[src/rtl/adder_mp_pkg.sv]
// Shared types and constants for the multi-precision add/subtract sequencer.
package adder_mp_pkg;

    localparam int unsigned LIMB_W = 16;

    typedef enum logic [1:0] {
        IDLE,
        RUN,
        RESP
    } state_t;

    // Saturation pattern for one limb: is_top selects the limb holding the sign bit.
    function automatic logic [LIMB_W-1:0] sat_value(input logic sign, input logic is_top);
        if (is_top) begin
            return sign ? {1'b1, {(LIMB_W-1){1'b0}}} : {1'b0, {(LIMB_W-1){1'b1}}};
        end
        return sign ? '0 : '1;
    endfunction

endpackage

[src/rtl/adder.sv]
// 16-bit Kogge-Stone prefix adder used as the single-limb datapath.
module adder (
    input  logic [15:0] a,
    input  logic [15:0] b,
    input  logic        cin,
    output logic [15:0] sum,
    output logic        cout
);

    logic [15:0] w_p0;
    logic [15:0] w_g;
    logic [15:0] w_p;
    logic [15:0] w_g_n;
    logic [15:0] w_p_n;

    always_comb begin
        w_p0  = a ^ b;
        w_g   = a & b;
        // Fold carry-in into bit 0 so every group generate already includes it.
        w_g[0] = w_g[0] | (w_p0[0] & cin);
        w_p   = w_p0;
        w_g_n = w_g;
        w_p_n = w_p;
        for (int unsigned lvl = 0; lvl < 4; lvl++) begin
            for (int unsigned i = 0; i < 16; i++) begin
                if (i >= (32'd1 << lvl)) begin
                    w_g_n[i] = w_g[i] | (w_p[i] & w_g[i - (32'd1 << lvl)]);
                    w_p_n[i] = w_p[i] & w_p[i - (32'd1 << lvl)];
                end else begin
                    w_g_n[i] = w_g[i];
                    w_p_n[i] = w_p[i];
                end
            end
            w_g = w_g_n;
            w_p = w_p_n;
        end
        sum  = w_p0 ^ {w_g[14:0], cin};
        cout = w_g[15];
    end

endmodule

[src/rtl/adder_mp_seq.sv]
// Multi-precision add/subtract sequencer: one 16-bit limb per cycle through a shared adder.
// Optional macro ADDER_MP_SAT_EN saturates the result on signed overflow.
module adder_mp_seq
    import adder_mp_pkg::*;
#(
    parameter int unsigned WORDS = 4
) (
    input  logic                  clk,
    input  logic                  rst_n,
    input  logic                  req_valid,
    output logic                  req_ready,
    input  logic                  req_sub,
    input  logic                  req_cin,
    input  logic [16*WORDS-1:0]   req_a,
    input  logic [16*WORDS-1:0]   req_b,
    output logic                  rsp_valid,
    input  logic                  rsp_ready,
    output logic [16*WORDS-1:0]   rsp_sum,
    output logic                  rsp_cout,
    output logic                  rsp_zero,
    output logic                  rsp_ovf
);

    localparam int unsigned W     = LIMB_W * WORDS;
    localparam int unsigned IDX_W = $clog2(WORDS);
    localparam logic [IDX_W-1:0] LAST_IDX = IDX_W'(WORDS - 1);

    state_t             r_state;
    state_t             w_state_nxt;
    logic [W-1:0]       r_a;
    logic [W-1:0]       r_b;
    logic [W-1:0]       r_sum;
    logic               r_carry;
    logic               r_cout;
    logic               r_zero;
    logic               r_ovf;
    logic [IDX_W-1:0]   r_idx;
    logic [LIMB_W-1:0]  w_a_limb;
    logic [LIMB_W-1:0]  w_b_limb;
    logic [LIMB_W-1:0]  w_sum_limb;
    logic               w_cout;
    logic               w_last;
    logic               w_ovf;
    logic               w_zero;
    logic [W-1:0]       w_result;
`ifdef ADDER_MP_SAT_EN
    logic [LIMB_W-1:0]  w_sat_fill;
`endif

    assign w_a_limb = r_a[r_idx*LIMB_W +: LIMB_W];
    assign w_b_limb = r_b[r_idx*LIMB_W +: LIMB_W];

    adder u_adder (
        .a    (w_a_limb),
        .b    (w_b_limb),
        .cin  (r_carry),
        .sum  (w_sum_limb),
        .cout (w_cout)
    );

    always_comb begin
        w_state_nxt = r_state;
        req_ready   = 1'b0;
        rsp_valid   = 1'b0;
        w_last      = 1'b0;
        case (r_state)
            IDLE: begin
                req_ready = 1'b1;
                if (req_valid) w_state_nxt = RUN;
            end
            RUN: begin
                w_last = (r_idx == LAST_IDX);
                if (w_last) w_state_nxt = RESP;
            end
            RESP: begin
                rsp_valid = 1'b1;
                if (rsp_ready) w_state_nxt = IDLE;
            end
            default: w_state_nxt = IDLE;
        endcase
    end

    // Flags are only meaningful in the last RUN cycle; lower limbs already sit in r_sum.
    always_comb begin
        w_ovf    = (r_a[W-1] == r_b[W-1]) && (w_sum_limb[LIMB_W-1] != r_a[W-1]);
        w_result = {w_sum_limb, r_sum[W-LIMB_W-1:0]};
`ifdef ADDER_MP_SAT_EN
        w_sat_fill = sat_value(r_a[W-1], 1'b0);
        if (w_ovf) w_result = {sat_value(r_a[W-1], 1'b1), {(WORDS-1){w_sat_fill}}};
`endif
        w_zero = (w_result == '0);
    end

    always_ff @(posedge clk or negedge rst_n) begin
        if (!rst_n) r_state <= IDLE;
        else        r_state <= w_state_nxt;
    end

    always_ff @(posedge clk or negedge rst_n) begin
        if (!rst_n) begin
            r_a     <= '0;
            r_b     <= '0;
            r_sum   <= '0;
            r_carry <= 1'b0;
            r_cout  <= 1'b0;
            r_zero  <= 1'b0;
            r_ovf   <= 1'b0;
            r_idx   <= '0;
        end else begin
            case (r_state)
                IDLE: begin
                    if (req_valid) begin
                        r_a     <= req_a;
                        r_b     <= req_sub ? ~req_b : req_b;
                        r_carry <= req_sub ? 1'b1 : req_cin;
                        r_idx   <= '0;
                    end
                end
                RUN: begin
                    r_carry <= w_cout;
                    r_idx   <= r_idx + IDX_W'(1);
                    if (w_last) begin
                        r_sum  <= w_result;
                        r_cout <= w_cout;
                        r_ovf  <= w_ovf;
                        r_zero <= w_zero;
                    end else begin
                        r_sum[r_idx*LIMB_W +: LIMB_W] <= w_sum_limb;
                    end
                end
                default: ;
            endcase
        end
    end

    assign rsp_sum  = r_sum;
    assign rsp_cout = r_cout;
    assign rsp_zero = r_zero;
    assign rsp_ovf  = r_ovf;

endmodule

[config.mk]
export PLATFORM = sky130hd
export DESIGN_NAME = adder_mp_seq
export DESIGN_NICKNAME = d
export VERILOG_FILES = /design/src/rtl/adder_mp_pkg.sv /design/src/rtl/adder.sv /design/src/rtl/adder_mp_seq.sv
export SDC_FILE = /design/constraint.sdc
export NUM_CORES = 1
export LEC_CHECK = 0
export CORE_MARGIN = 8
export CORE_UTILIZATION = 25
export DETAILED_ROUTE_END_ITERATION = 10
export GPL_TIMING_DRIVEN = 1
export SETUP_SLACK_MARGIN = 0.05
export SLEW_MARGIN = 0
export SYNTH_ARGS = -nofsm -noshare
export SYNTH_HDL_FRONTEND = slang
export SYNTH_SLANG_ARGS = --single-unit
[constraint.sdc]
create_clock -name clk -period 12.3 [get_ports clk]
set_input_delay 3.69 -clock clk [delete_from_list [all_inputs] [get_ports clk]]
set_output_delay 3.69 -clock clk [all_outputs]
set_load 0.005 [all_outputs]
==> qor.csv <==
stage;metric;value;unit
sta;setup TNS;0;ps
worst_setup_path;Crit path required time;12620;ps
placed_design;Port Buffer Count;202;
cells_and_area;Fillers;3849;
route;routed length per instance;18.71;um
die;Die ar.;0.04503;mm^2
clock_network;clk root buf;clkbuf_16;
worst_setup_path;Slowest-stage cell, CP;buf_4;
cells_and_area;Register Area;0.005007;mm^2
clock_network;clock latency on the worst-skew pair;440;ps
sta;final period utilization;51.57;%
synth;Gate Count Post-Synth;801;
die;Initial Utilization;25.14;%
die;Die W;212.2;um
cells_and_area;layout cells sized above 1;15.71;%
die;Die Span Y;212.2;um
synth;syn_area_per_cell;12.02;um^2
die;IO Count;203;
worst_setup_path;CP startpoint kind;input pin;
synth;post-synthesis cell type count;60;
worst_setup_path;crit path cell chain;clkdlybuf4s50_1 > and2_4 > buf_4 > buf_4 > mux2_2;
die;Rows;72;
grt;vias in the first global route;7233;
grt;Tot GR Track Use;12.72;%
route;Vias/cell;4.558;
cells_and_area;area grow syn2layout;31.94;%
min_path;Min-Delay Path Class;register to register;
clock_network;CTS Buffer Depth;2;
sta;final hold slack;487.9;ps
route;DR DRC count;0;
sta;Hold Vio Cnt, Final;0;
synth;syn_nets;958;
worst_setup_path;crit path capture type;register;
route;Pre-antenna DRT Iters;5;
sta;Slew HR;17.90;%
flow_run;max cap viols;0;
sta;Slew Viols, Final;0;
worst_setup_path;crit path DAT;6670;ps
sta;final worst slack;5956;ps
sta;Setup Skew;9.007;ps
grt;global-route wire length before repair;43.44;mm
sta;minimum clock period;6344;ps
die;core area;0.03829;mm^2
pwr;leakage;4.982;nW
clock_network;cts bufs inserted;17;
worst_setup_path;Setup Crit Path Kind;input pin to register;
pwr;Peak VDD IR;0.2234;mV
clock_network;post-CTS setup buffers;0;
clock_network;hold_buf cts;0;
worst_setup_path;CP dominant cell by count;buf_4;
route;violation count after the first detailed-route iteration;328;
synth;register bit total from synthesis;200;
sta;final setup fails;0;
cells_and_area;most common cell after layout, fill and taps aside;clkdlybuf4s50_1;
worst_setup_path;critical-path maximum fanout;86;
sta;Worst Tran Pin Value;1222;ps
sta;RSZ-0062 raised after global routing;false;
outcome;status;finished clean;
clock_network;Worst-path clk slew;70;ps
synth;Synth Flop Type;dfrtp_1;
synth;post-synthesis sequential area ratio;52.00;%
synth;asr flop ratio synth;100.0;%
cells_and_area;most frequent cells in the layout;200 x clkdlybuf4s50_1, 198 x dfrtp_1, 84 x a21oi_1, 79 x nor2_1, 69 x xnor2_1;
grt;pin count of the biggest net entering global routing;128;
route;final WL;28.27;mm
clock_network;Num Clock Sinks;200;
worst_setup_path;slowest stage delay, CP;820;ps
route;Post-DRT Antenna Nets;0;
cells_and_area;Final nets;1139;
pwr;PwrDens;330.1;mW/mm^2
cells_and_area;number of diodes;0;
grt;GRT overflow;0;
sta;Max Clk Rate;157.6;MHz
grt;initial antenna violation count;0;
cells_and_area;area of the multi-input gates;0.004378;mm^2
clock_network;CTS tree;yes;
route;DR vias;6887;
synth;Mapped Area;0.009624;mm^2
clock_network;post-CTS resize count;0;
placed_design;pre-CTS setup slack;5519;ps
placed_design;GPL Wtd Cong;0.7922;
clock_network;H-tree depth;4;
placed_design;detailed placer's ending HPWL;20.95;mm
synth;number of synthesized flops with an enable pin;0;
synth;synth warn;0;
## state kept, by name, summed over array words and instances (netlist names)
| signal | cells |
|---|---|
| r_a | 64 |
| r_b | 64 |
| rsp_sum | 64 |
| r_idx | 2 |
| r_state | 2 |
| r_carry | 1 |
| rsp_cout | 1 |
| rsp_ovf | 1 |
| rsp_zero | 1 |
## critical path: cells and delay by family
kind | cells | cell delay [ps]
buf+inv | 3 | 1990
simple gates | 1 | 470
mux | 1 | 420
## report_power, final
part / switching [mW] / leakage [nW] / total, mW / internal [mW]
combinational: 1.51 / 2.28 / 2.51 / 1.00
clock: 0.251 / 0.267 / 0.545 / 0.294
sequential: 0.187 / 2.43 / 1.13 / 0.947
total: 1.95 / 4.98 / 4.19 / 2.24
## cells by family (layout without fill, tap and decap cells)
family / count (synthesis) / after routing / share of synthesized area, %
mux: 97 / 97 / 15.08
simple gates: 166 / 166 / 8.112
buf+inv: 56 / 248 / 2.535
compound gates: 182 / 182 / 11.80
flops: 200 / 200 / 52.00
xor+xnor: 77 / 77 / 7.319
fa+ha+maj: 23 / 23 / 3.146
## per-layer routing
| metal | vias up | GRT usage (%) | part of all wire, % |
|---|---|---|---|
| met5 | - | 0 | 0 |
| met2 | 200 | 19.91 | 46 |
| li1 | 3224 | - | - |
| met3 | 23 | 3.125 | 5.7 |
| met1 | 3440 | 17.42 | 47 |
| met4 | 0 | 3.307 | 1.2 |
## Yosys cell counts (all sizes together) (4+ instances only)
library cell	number	share of area (%)
a21oi	85	4.5
a22o	36	3.3
buf	13	0.75
clkbuf	32	1.4
dfrtp	200	52
ha	21	2.7
inv	11	0.43
mux2	64	7.5
mux4	32	7.5
nand2	44	1.7
nand2b	4	0.26
nand4	6	0.45
nor2	79	3.1
nor3	6	0.42
nor4	11	0.94
o21ai	41	2.1
xnor2	72	6.8
xor2	5	0.53
## cell type report
type                    count  area share [%]
clock buffers              20           3.675
clock inverters            10          0.7587
inverters                  11          0.3252
multi-input cells         545           34.48
flip-flops and latches    200           39.43
well taps                 518           5.104
repair buffers            207           16.23
## path summary, 6_finish.rpt
kind,from,end,slack (ps),cells after the start
worst max-delay path,req_valid,r_a[26]$_DFFE_PN0P_,5960,5
worst min-delay path,rsp_sum[60]$_DFFE_PN0P_,rsp_sum[60]$_DFFE_PN0P_,490,2
worst max register to register,r_idx[0]$_DFFE_PN0P_,rsp_zero$_DFFE_PN0P_,7230,13
worst min register to register,rsp_sum[60]$_DFFE_PN0P_,rsp_sum[60]$_DFFE_PN0P_,490,2
max in group asynchronous,rst_n,r_b[34]$_DFFE_PN0P_,7280,2
min in group asynchronous,rst_n,r_a[17]$_DFFE_PN0P_,3410,1
## metrics by stage
stage | total power, mW | cells | instance area (um^2) | utilization, %
finish | 4.192 | 1511 | 12700 | 33.17
global route | 4.522 | 1511 | 12700 | 33.17
CTS | 4.275 | 1511 | 12700 | 33.17
detailed placement | 3.723 | 1481 | 12140 | 31.70
global placement | 3.674 | 1481 | 12140 | 31.70
floorplan | 2.711 | 801 | 9624 | -
(Power assumes the default switching activity.)
==> RTL edit 1 (same flow settings) <==
Put one more register stage on the output `rsp_ovf`, without a reset. The value now appears one clock later. The other outputs are not delayed to match.
--- a/src/rtl/adder_mp_seq.sv
+++ b/src/rtl/adder_mp_seq.sv
@@ -137,5 +137,7 @@
     assign rsp_cout = r_cout;
     assign rsp_zero = r_zero;
-    assign rsp_ovf  = r_ovf;
+    always_ff @(posedge clk) begin
+        rsp_ovf <= r_ovf;
+    end
 
 endmodule
Function: changed (a bounded check fails within 10 cycles, from zero or initial values and one cycle with rst_n low).
==> RTL edit 1 against the original RTL <==
Design area rose by 2.1%; sequential share of layout area fell by 0.66 points; register-to-register slack improved by 510 ps; setup slack improved by 200 ps; area after synthesis grew 0.21%; total power increased by 4.8%; wire length is 1.8% higher; sequential cell count rose by 1; fmax is 3.3% higher; non-clock buffer count grew 1; largest power group unchanged.
==> RTL edit 1: results (changes against the original RTL) <==
metric,value,unit,change
1st-iter DRT viols,362,,+10%
Critical Path AT,6530,ps,-140 ps
met1 Resource Use GR,16.7,%,-0.68 points
register area,5030,µm²,+0.40%
Async SR Flop Fraction,99.5,%,-0.50 points
met2 Use GR,19.9,%,+0.025 points
fillers,3907,,+1.5%
hold slack,390,ps,-97.5 ps
Mapped Cells,802,,+0.12%
xor and xnor area share after synthesis,7.30,%,-0.015 points
layout cells sized above 1,16.3,%,+0.58 points
drt wl/cell,18.9,µm,+0.79%
vias in the first global route,7389,,+2.2%
CP max FO,100,,+16%
TritonRoute pass-1 iters,4,,-1
initial antenna violation count,3,,+3
met3 wire len,2050,µm,+27%
H-tree Lvls,1,,-3
Comb pwr share,57.7,%,-2.2 points
Worst-Margin Slew,1160,ps,-63.7 ps
Routed WL,28800,µm,+1.8%
Max stage delay on crit path,910,ps,+90 ps
R2R Setup Slk,7740,ps,+510 ps
Clock Path Buffers,3,,+1
clock power share,16.3,%,+3.3 points
total CTS buffers,24,,+7
grt met3 use,3.38,%,+0.25 points
DR top layer,met5,,
status,"finished, final reports clean",,
Synth Area in Compound Gates,11.8,%,-0.025 points
largest net degree at the start of global routing,101,,-21%
register area share after synthesis,52.1,%,+0.10 points
## RTL edit 1: area by class of cell
type / instances / area share [%]
diodes: 1 / 0.0193
clock buffers: 34 / 5.39
clock inverters: 8 / 0.772
inverters: 11 / 0.318
multi-input cells: 545 / 33.8
flip-flops and latches: 201 / 38.8
well taps: 518 / 5.00
repair buffers: 208 / 16.0
## RTL edit 1: final timing paths
path                                      start                 endpoint  cells past startpoint
setup / recovery                      req_valid      r_a[24]$_DFFE_PN0P_                      4
hold / removal                r_ovf$_DFFE_PN0P_          rsp_ovf$_DFF_P_                      0
setup reg to reg           r_idx[0]$_DFFE_PN0P_     rsp_zero$_DFFE_PN0P_                     12
hold reg to reg               r_ovf$_DFFE_PN0P_          rsp_ovf$_DFF_P_                      0
max in group asynchronous                 rst_n      r_b[30]$_DFFE_PN0P_                      2
min in group asynchronous                 rst_n  rsp_sum[53]$_DFFE_PN0P_                      1
==> RTL edit 2 (same flow settings) <==
Without the edit above. The option `ADDER_MP_SAT_EN` is turned on by a define.
--- a/src/rtl/adder_mp_seq.sv
+++ b/src/rtl/adder_mp_seq.sv
@@ -1,4 +1,6 @@
 // Multi-precision add/subtract sequencer: one 16-bit limb per cycle through a shared adder.
 // Optional macro ADDER_MP_SAT_EN saturates the result on signed overflow.
+`define ADDER_MP_SAT_EN
+
 module adder_mp_seq
     import adder_mp_pkg::*;
Behaviour: not the same (Yosys sat finds a counterexample within 10 cycles, from zero or initial values and one cycle with rst_n low).
==> RTL edit 2 against the original RTL <==
First-iteration DRC count increased by 130%; die area increased by 5.9%; via count increased by 21%; total power increased by 4.6%; design area increased by 5.1%; synthesized cell count increased by 32%; sequential cell count unchanged; largest cell class unchanged; critical endpoint is now r_b[3]$_DFFE_PN0P_; wire length increased by 16%; area after synthesis increased by 6.4%; critical path depth decreased by 1; global-route usage increased by 1.1 points; hold slack got worse by 15 ps; clock skew increased by 2.4 ps; setup slack improved by 760 ps.
==> RTL edit 2: results (changes against the original RTL) <==
metric,value,unit,change
vias in the first global route,8812,,+22%
filler-free cell count of the finished design,1769,,+17%
largest net degree at the start of global routing,128,,unchanged
Nets,1381,,+21%
worst vdd ir,205,µV,-8.3%
worst skew pair latency,450,ps,
synth top area cells,"dfrtp_1 (49%), nand2_1 (11%), mux4_2 (7.0%)",,
via count,8333,,+21%
Clock Skew,11.4,ps,+2.38 ps
Syn Nets,1216,,+27%
GPL Wtd Cong,0.842,,+6.3%
layout cells sized above 1,7.28,%,-8.4 points
status,"finished, final reports clean",,
1st-iter DRT viols,752,,+130%
fillers,4201,,+9.1%
Commonest cells post-synth,"nand2_1 (299), dfrtp_1 (200), o21ai_0 (111)",,
gr usage total,13.8,%,+1.1 points
Mapped Cells,1060,,+32%
first-pass GRT wire length,51000,µm,+17%
Place WS,6250,ps,+730 ps
worst-case reg-to-reg path depth,12,,-1
drt wl/cell,18.6,µm,-0.75%
count of cell types in the netlist,56,,-6.7%
detailed placement HPWL,24200,µm,+15%
dpl cells,1738,,+17%
-- RTL edit 2: cell types whose count changed in the layout (fill, tap and decap cells not counted), moves of 7 or more --
cell and delta:
o21ai_0 +77, nand2_1 +254, mux2_2 -63, a22o_1 -18, buf_4 +7, a21oi_1 -20, nor2_1 -55, o21ai_1 +9
o2bb2ai_1 +21
-- RTL edit 2: tightest hold or removal path: stages, from the launching register on --
cell and delay (ps):
dfrtp_1 340, nand2_1 50, nand2_1 50
-- RTL edit 2: metal layers --
| layer | up-vias | global-route usage [%] | part of all wire (%) |
|---|---|---|---|
| li1 | 3995 | - | - |
| met1 | 4073 | 17.7 | 44 |
| met2 | 231 | 23.4 | 49 |
| met3 | 34 | 2.61 | 4.8 |
| met4 | 0 | 4.16 | 1.6 |
| met5 | - | 0 | 0 |
-- RTL edit 2: power by group --
group | switching, mW | internal [mW]
Combinational | 1.63 | 1.02
Clock | 0.265 | 0.328
Sequential | 0.206 | 0.942
Total | 2.10 | 2.29
-- RTL edit 2: kinds of logic (layout without fill, tap and decap cells) --
family / after synthesis / after routing / share of synthesized area [%]
and+or+nand+nor: 387 / 387 / 15.9
xor gates and xnor gates: 75 / 75 / 6.41
AOI/OAI and AO/OA: 262 / 262 / 15.4
DFF: 200 / 200 / 48.9
adders and majority gates: 23 / 23 / 2.93
buffers and inverters: 80 / 257 / 3.30
muxes: 33 / 33 / 7.15
-- RTL edit 2: final cells by class --
class / instances / share of cell area (%)
Inverter: 12 / 0.337
Sequential cell: 200 / 37.5
Multi-Input combinational cell: 780 / 36.8
Tap cell: 532 / 4.99
Timing Repair Buffer: 214 / 15.8
Clock buffer: 19 / 3.32
Clock inverter: 12 / 1.26
-- RTL edit 2: worst paths after layout --
path                                       from                endpoint  slack [ps]
max                                   req_valid      r_b[3]$_DFFE_PN0P_        6720
min                         r_a[57]$_DFFE_PN0P_     r_a[57]$_DFFE_PN0P_         470
max reg2reg                r_idx[0]$_DFFE_PN0P_  rsp_sum[5]$_DFFE_PN0P_        7270
min reg2reg                 r_a[57]$_DFFE_PN0P_     r_a[57]$_DFFE_PN0P_         470
max in group asynchronous                 rst_n    r_idx[1]$_DFFE_PN0P_        7270
min in group asynchronous                 rst_n     r_a[31]$_DFFE_PN0P_        3360
-- RTL edit 2: per-stage QoR --
step | utilization (%) | hold slack (ps)
2_1_floorplan | - | 440
3_3_place_gp | 31.3 | 455
3_5_place_dp | 31.3 | 461
4_1_cts | 32.8 | 479
5_1_grt | 32.8 | 495
6_report | 32.8 | 473
